`config.mk`:
```
export PLATFORM = sky130hd
export DESIGN_NAME = thunderbird_lights_param
export DESIGN_NICKNAME = d
export VERILOG_FILES = /design/src/rtl/thunderbird_pkg.sv /design/src/rtl/step_prescaler.sv /design/src/rtl/thunderbird_lights_param.sv
export SDC_FILE = /design/constraint.sdc
export NUM_CORES = 1
export LEC_CHECK = 0
export BUFFER_PORTS_ARGS = -buffer_cell sky130_fd_sc_hd__buf_2
export CAP_MARGIN = 20
export CORE_AREA = 2 2 39 41
export CTS_CLUSTER_SIZE = 20
export DETAILED_ROUTE_END_ITERATION = 8
export DIE_AREA = 0 0 41 43
export HOLD_SLACK_MARGIN = 0.12
export MAX_ROUTING_LAYER = met4
export SETUP_SLACK_MARGIN = 0.15
export SYNTH_ARGS = -nofsm -noshare
export SYNTH_HDL_FRONTEND = slang
export SYNTH_SLANG_ARGS = --single-unit
```
`constraint.sdc`:
```
create_clock -name clk -period 1.7 [get_ports clk]
set_input_delay 0.255 -clock clk [delete_from_list [all_inputs] [get_ports clk]]
set_output_delay 0.255 -clock clk [all_outputs]
set_load 0.05 [all_outputs]
```
`src/rtl/thunderbird_pkg.sv`:
```
// Shared types for the parametrised Thunderbird tail-light controller.
// Purely declarative: no logic, no latency, no flow control.
package thunderbird_pkg;

  typedef enum logic [1:0] {
    IDLE  = 2'd0,
    LEFT  = 2'd1,
    RIGHT = 2'd2,
    HAZ   = 2'd3
  } state_e;

  // idx must hold 0..n_lamps; clamp to 1 bit so an illegal N still elaborates far enough to report.
  function automatic int idx_width(input int n_lamps);
    return (n_lamps < 1) ? 1 : $clog2(n_lamps + 1);
  endfunction

endpackage

```
`src/rtl/step_prescaler.sv`:
```
// Step-rate prescaler: tick is high for one cycle out of every TICK_DIV (constantly high for TICK_DIV=1).
// Latency: tick is a decode of the counter, first high TICK_DIV-1 edges after reset; no backpressure.
module step_prescaler #(
  parameter int TICK_DIV = 1
) (
  input  logic clk,
  input  logic reset,
  output logic tick
);

  localparam int CW = (TICK_DIV > 1) ? $clog2(TICK_DIV) : 1;
  localparam logic [CW-1:0] LAST = CW'((TICK_DIV > 1) ? TICK_DIV - 1 : 0);

  if (TICK_DIV < 1) begin : g_bad_div
    $error("step_prescaler: TICK_DIV must be >= 1 (got %0d)", TICK_DIV);
  end

  logic [CW-1:0] cnt_q;
  logic [CW-1:0] cnt_d;

  // For TICK_DIV=1 LAST is 0 and the counter never leaves 0, so tick stays high.
  assign tick = (cnt_q == LAST);

  always_comb begin
    cnt_d = cnt_q;
    if (tick) begin
      cnt_d = '0;
    end else begin
      cnt_d = cnt_q + CW'(1);
    end
  end

  always_ff @(posedge clk) begin
    if (reset) begin
      cnt_q <= '0;
    end else begin
      cnt_q <= cnt_d;
    end
  end

endmodule

```
`src/rtl/thunderbird_lights_param.sv`:
```
// Thunderbird tail lights: N_LAMPS-per-side sequential turn animation plus hazard flash, one step per tick.
// Latency: Moore, outputs registered and updated on the tick edge that samples the request; no backpressure.
module thunderbird_lights_param
  import thunderbird_pkg::*;
#(
  parameter int N_LAMPS  = 3,
  parameter int TICK_DIV = 1
) (
  input  logic               clk,
  input  logic               reset,
  input  logic               left,
  input  logic               right,
  input  logic               hazard,
  output logic [N_LAMPS-1:0] l_lamps,
  output logic [N_LAMPS-1:0] r_lamps,
  output logic               active
);

  localparam int IW = idx_width(N_LAMPS);
  localparam logic [IW-1:0] LAST_IDX = IW'(N_LAMPS);

  if (N_LAMPS < 1) begin : g_bad_lamps
    $error("thunderbird_lights_param: N_LAMPS must be >= 1 (got %0d)", N_LAMPS);
  end

  logic tick;

  step_prescaler #(
    .TICK_DIV (TICK_DIV)
  ) u_prescaler (
    .clk   (clk),
    .reset (reset),
    .tick  (tick)
  );

  state_e             state_q, state_d;
  logic [IW-1:0]      idx_q, idx_d;
  logic [N_LAMPS-1:0] l_lamps_q, l_lamps_d;
  logic [N_LAMPS-1:0] r_lamps_q, r_lamps_d;
  logic               active_q, active_d;
  logic [N_LAMPS-1:0] therm;
  logic               haz;

  assign haz = hazard | (left & right);

  always_comb begin
    state_d = state_q;
    idx_d   = idx_q;
    if (tick) begin
      unique case (state_q)
        IDLE: begin
          if (haz) begin
            state_d = HAZ;
          end else if (left) begin
            state_d = LEFT;
            idx_d   = IW'(1);
          end else if (right) begin
            state_d = RIGHT;
            idx_d   = IW'(1);
          end
        end
        // Mid-sequence the opposite turn input is ignored, so only the hazard switch can preempt.
        LEFT, RIGHT: begin
          if (hazard) begin
            state_d = HAZ;
            idx_d   = '0;
          end else if (idx_q < LAST_IDX) begin
            idx_d = idx_q + IW'(1);
          end else begin
            state_d = IDLE;
            idx_d   = '0;
          end
        end
        HAZ: begin
          state_d = IDLE;
          idx_d   = '0;
        end
        default: begin
          state_d = IDLE;
          idx_d   = '0;
        end
      endcase
    end
  end

  // Output decode is done on the next state so the registered lamps line up with the state flop.
  always_comb begin
    therm = '0;
    for (int i = 0; i < N_LAMPS; i++) begin
      therm[i] = (int'(idx_d) > i);
    end
  end

  always_comb begin
    l_lamps_d = '0;
    r_lamps_d = '0;
    unique case (state_d)
      LEFT:    l_lamps_d = therm;
      RIGHT:   r_lamps_d = therm;
      HAZ: begin
        l_lamps_d = '1;
        r_lamps_d = '1;
      end
      default: begin
        l_lamps_d = '0;
        r_lamps_d = '0;
      end
    endcase
    active_d = (state_d != IDLE);
  end

  always_ff @(posedge clk) begin
    if (reset) begin
      state_q   <= IDLE;
      idx_q     <= '0;
      l_lamps_q <= '0;
      r_lamps_q <= '0;
      active_q  <= 1'b0;
    end else begin
      state_q   <= state_d;
      idx_q     <= idx_d;
      l_lamps_q <= l_lamps_d;
      r_lamps_q <= r_lamps_d;
      active_q  <= active_d;
    end
  end

  assign l_lamps = l_lamps_q;
  assign r_lamps = r_lamps_q;
  assign active  = active_q;

endmodule

```
### Word level (Yosys, flattened, before mapping)

Index checks and enable logic that the tools add are counted.

| storage, ports and cells | value |
|---|---|
| bits in registers | 12 |
| input port bits | 5 |
| output and inout port bits | 7 |

| cells by class | value |
|---|---|
| add/subtract/negate cells | 2 |
| magnitude comparators | 4 |
| equal/unequal tests | 6 |
| multiplexer cells | 16 |
| bitwise operators | 3 |
| reductions and logical operators | 4 |

Operators with widths:

| cell | number |
|---|---|
| $mux W2 | 12 |
| $pmux W2 S3 | 2 |
| $pmux W3 S2 | 2 |
| $eq A2 B2 Y1 const B | 4 |
| $eq A2 B1 Y1 const B | 2 |
| $gt A2 B1 Y1 const B | 2 |
| $reduce_or A2 Y1 | 2 |
| $add A2 B1 Y2 const B | 1 |
| $gt A2 B2 Y1 const B | 1 |
| $logic_not A2 Y1 | 1 |
| $lt A2 B2 Y1 const B | 1 |
| $reduce_bool A2 Y1 | 1 |
| $add A1 B1 Y1 const B | 1 |
| $and A1 B1 Y1 | 1 |
| $not A1 Y1 | 1 |
| $or A1 B1 Y1 | 1 |

### Longest topological paths before layout

| depth | value |
|---|---|
| depth after elaboration | 7 |
| depth in mapped cells | 6 |

### Hierarchy

A second synthesis with hierarchy kept.

| second synthesis, totals | value |
|---|---|
| cell total of the unflattened synthesis | 54 |
| area total of the unflattened synthesis | 536.8 um^2 |

Modules (own cells, without submodules):

| module | times used | cells each | area an instance (um^2) | sequential area each (um^2) |
|---|---|---|---|---|
| thunderbird_lights_param | 1 | 51 | 509.2 | 220.2 |
| step_prescaler | 1 | 3 | 27.5 | 20.0 |

### Worst setup path after synthesis

Ideal clock, no wire load.

| timing | value |
|---|---|
| kind | register to register |
| start | register state_q[1] |
| end | register l_lamps_q[0], in the netlist l_lamps[0] |
| setup time | 0.136 ns |
| arrival time | 1.407 ns |
| data required time | 1.564 ns |
| slack | 0.158 ns |
| cell stages (with the launch flop) | 7 |
| buffers on the path | 0 |
| cell sequence | dfxtp_1 -> inv_1 -> ha_1 -> nor2b_1 -> a311o_1 -> a21oi_4 -> a311oi_1 |

| between the ends | value |
|---|---|
| longest elaborated chain between the ends | 7 |
| elaborated cells between the ends (all ways) | 18 |
| classes of those cells | order compare: 1; eq/ne: 5; mux: 10; reduce/logical: 2 |

RTL lines:

| item | RTL line | RTL |
|---|---|---|
| from (decl) | thunderbird_lights_param.sv:36 | `state_e state_q, state_d;` |
| from (signal assigned) | thunderbird_lights_param.sv:120 | `state_q <= state_d;` |
| $mux W2 | thunderbird_lights_param.sv:57 | `end else if (right) begin` |
| $mux W2 | thunderbird_lights_param.sv:54 | `end else if (left) begin` |
| $mux W2 | thunderbird_lights_param.sv:52 | `if (haz) begin` |
| $pmux W2 S3 | thunderbird_lights_param.sv:50 | `unique case (state_q)` |
| $mux W2 | thunderbird_lights_param.sv:49 | `if (tick) begin` |
| $eq A2 B2 Y1 / $eq A2 B1 Y1 (equally long branches) | thunderbird_lights_param.sv:97 | `unique case (state_d)` |
| $pmux W3 S2 * | thunderbird_lights_param.sv:97 |  |
| to (signal assigned) | thunderbird_lights_param.sv:122 | `l_lamps_q <= l_lamps_d;` |
| to (decl) | thunderbird_lights_param.sv:38 | `logic [N_LAMPS-1:0] l_lamps_q, l_lamps_d;` |

Mark *: on every way between the ends. The rest lies on a longest branch, timed or not.
A chain may end at the register's enable or synchronous reset.

### Worst setup path in the final report

| timing | value |
|---|---|
| start | register state_q[0] |
| end | register l_lamps_q[0], in the netlist l_lamps[0] |

Same word-level chain as after synthesis.

==> summary.txt <==
GRT
  – GR Layer Usage met2: 0.216
  – Met1 Usage GRT: 0.152
  – Largest net degree at the start of global routing: 12
  – GRT busiest layer: met2
  – Grt ovf: 0
  – Antenna violations before repair: 0
  – Gr usage total: 0.141
  – First-pass GRT wire length: 1600 um
  – Met3 GRT Util: 0.0314
  – Number of global-route vias before repair: 408

Flow run
  – Max cap viols: 0

STA
  – Final setup skew: 0.00130 ns
  – Setup WS post-layout: 0.199 ns
  – Fmax: 0.666 GHz
  – Total negative slack: 0 ns
  – Fin crit share: 0.883
  – Final setup viols: 0
  – Min cycle time layout: 1.50 ns
  – Final hold violation count: 0
  – Pins Over Slew Limit: 0
  – RSZ-0062 raised after global routing: yes

Critical path
  – Data required, critical path: 1.84 ns
  – Worst EP arrival: 1.64 ns
  – CP max FO: 8
  – Kind of critical path: register to register
  – CP endpoint kind: register
  – Worst flop-to-flop path startpoint: state_q[0]$_SDFF_PP0_
  – Flop2flop setup slack: 0.20 ns
  – Crit. Startpoint: state_q[0]$_SDFF_PP0_
  – CP startpoint kind: register

Die
  – Die Area: 1760 um^2
  – Row cnt: 14
  – Die H: 43 um
  – I/O pin cnt: 12
  – Die X: 41 um
  – Starting density of the core: 0.385
  – Core ar.: 1380 um^2

Clocking
  – Total clock sinks: 12
  – Root Driver: clkbuf_4
  – H-Tree Depth: 1
  – Hold-fix buffers at CTS: 0
  – CTS tree: yes
  – CTS Buffer Depth: 2
  – Worst-Skew Late Latency: 0.26 ns
  – Cts bufs inserted: 3
  – Clock slew at reported path FFs: 0.07 ns

Final layout
  – Finished Core Util: 0.523
  – Nets: 82
  – Filler instances: 138
  – Commonest non-fill, non-tap cells in the layout: buf_2, dfxtp_1, nor2_1
  – Multi-input combinational cell area: 319 um^2
  – Area delta synth->final: 35.7%
  – Ant diodes: 0
  – Register area: 244 um^2
  – Most common cell after layout, fill and taps aside: buf_2
  – Layout cells sized above 1: 0.486

Routing
  – Via density: 5.16
  – Routed WL per cell: 11.5 um
  – Antenna viol nets, final: 0
  – DR vias: 464
  – Pre-antenna DRT Iters: 4
  – Post-Route WL: 1040 um
  – Initial drt markers: 4
  – Residual DRC: 0

Pwr
  – Static leakage: 0.313 nW
  – Worst vdd ir: 537 uV
  – Power Dens Cells: 1240 nW/um^2

Synth
  – #FFs+latches synth: 12
  – Mapped Cells: 57
  – Synth async-reset ratio: 0
  – Syn nets: 64
  – Yosys warns: 0
  – Syn Std Cell Area: 533 um^2
  – Synth unique cells: 25
  – Post-synth top flop: dfxtp_1
  – Syn_area_per_cell: 9.35 um^2
  – Number of synthesized flops with an enable pin: 0
  – Register area share after synthesis: 0.451

Worst hold path
  – Hold crit path type: input pin to register
  – Worst hold start: reset

Status
  – Outcome: finished, final reports clean

Placement
  – Port buffer count: 11
  – Routability cong.: 0.715
  – Dpl ws: 0.0640 ns
  – Hpwl dp: 730 um
[per-stage QoR]
step           instance area (um^2)  power [mW]  hold WS, ns  cells
6_report                        723       0.895        0.303     90
4_1_cts                         673       0.865        0.280     89
3_3_place_gp                    622       0.628        0.557     85
2_1_floorplan                   533       0.552        0.333     57
5_1_grt                         723       0.946        0.299     90
3_5_place_dp                    622       0.627        0.562     85
[per-layer routing]
metal	vias to the layer above	part of all wire
met5	-	0
li1	239	-
met1	218	0.45
met3	2	0.021
met4	0	0.018
met2	5	0.51
[cells in the mapped netlist (all sizes together) (2+ instances only)]
master	count	area (um^2)
a211oi	4	30.0
a21oi	4	31.3
a311oi	2	17.5
dfxtp	12	240
ha	2	25.0
inv	5	18.8
nand2	2	7.51
nand2b	2	12.5
nor2	6	22.5
nor2b	3	18.8
o21ai	3	15.0
[flip-flops by register name (all words and copies together), names as in the netlist]
signal,flops
l_lamps,3
r_lamps,3
state_q,2
active,1
idx_q,2
u_prescaler.cnt_q,1
[report_power, final]
part	total, mW	switching, mW	leakage, nW	internal, mW
sequential	0.335	0.0158	0.0998	0.319
combinational	0.342	0.211	0.192	0.132
clock	0.218	0.0877	0.0210	0.130
total	0.895	0.314	0.313	0.581
[area by class of cell]
type,instances,share of cell area
repair buffers,15,0.118
multi-input cells,38,0.441
flip-flops and latches,12,0.337
inverters,5,0.0260
clock buffers,4,0.0502
well taps,16,0.0277
[logic make-up after synthesis]
| family | count (synthesis) | share of synthesized area |
|---|---|---|
| other | 1 | 0.00704 |
| AO/OA/AOI/OAI | 18 | 0.261 |
| adder cells (fa/ha/maj) | 2 | 0.0469 |
| XOR/XNOR | 1 | 0.0164 |
| multiplexers | 1 | 0.0188 |
| AND/OR/NAND/NOR | 15 | 0.148 |
| buffers and inverters | 7 | 0.0516 |
| flip-flops | 12 | 0.451 |
[worst max-delay path, cell delays in order (launching register included)]
cell      delay, ns
dfxtp_2        0.33
inv_2          0.04
ha_4           0.24
buf_4          0.13
o21ai_1        0.16
a21oi_2        0.09
a21oi_4        0.25
a311oi_2       0.13
[what timing repair did]
action,4_1_cts,5_1_grt
setup buffers,0,1
pin swaps,4,5
endpoints found under the setup margin,8,6
gates resized for setup,4,14
[worst paths after layout]
check,to,cells after the start
worst min-delay path,state_q[0]$_SDFF_PP0_,2
worst max register to register,l_lamps[0]$_SDFF_PP0_,7
worst max-delay path,l_lamps[0]$_SDFF_PP0_,7
worst min register to register,state_q[1]$_SDFF_PP0_,3
Power figures use the tool's default switching activity.
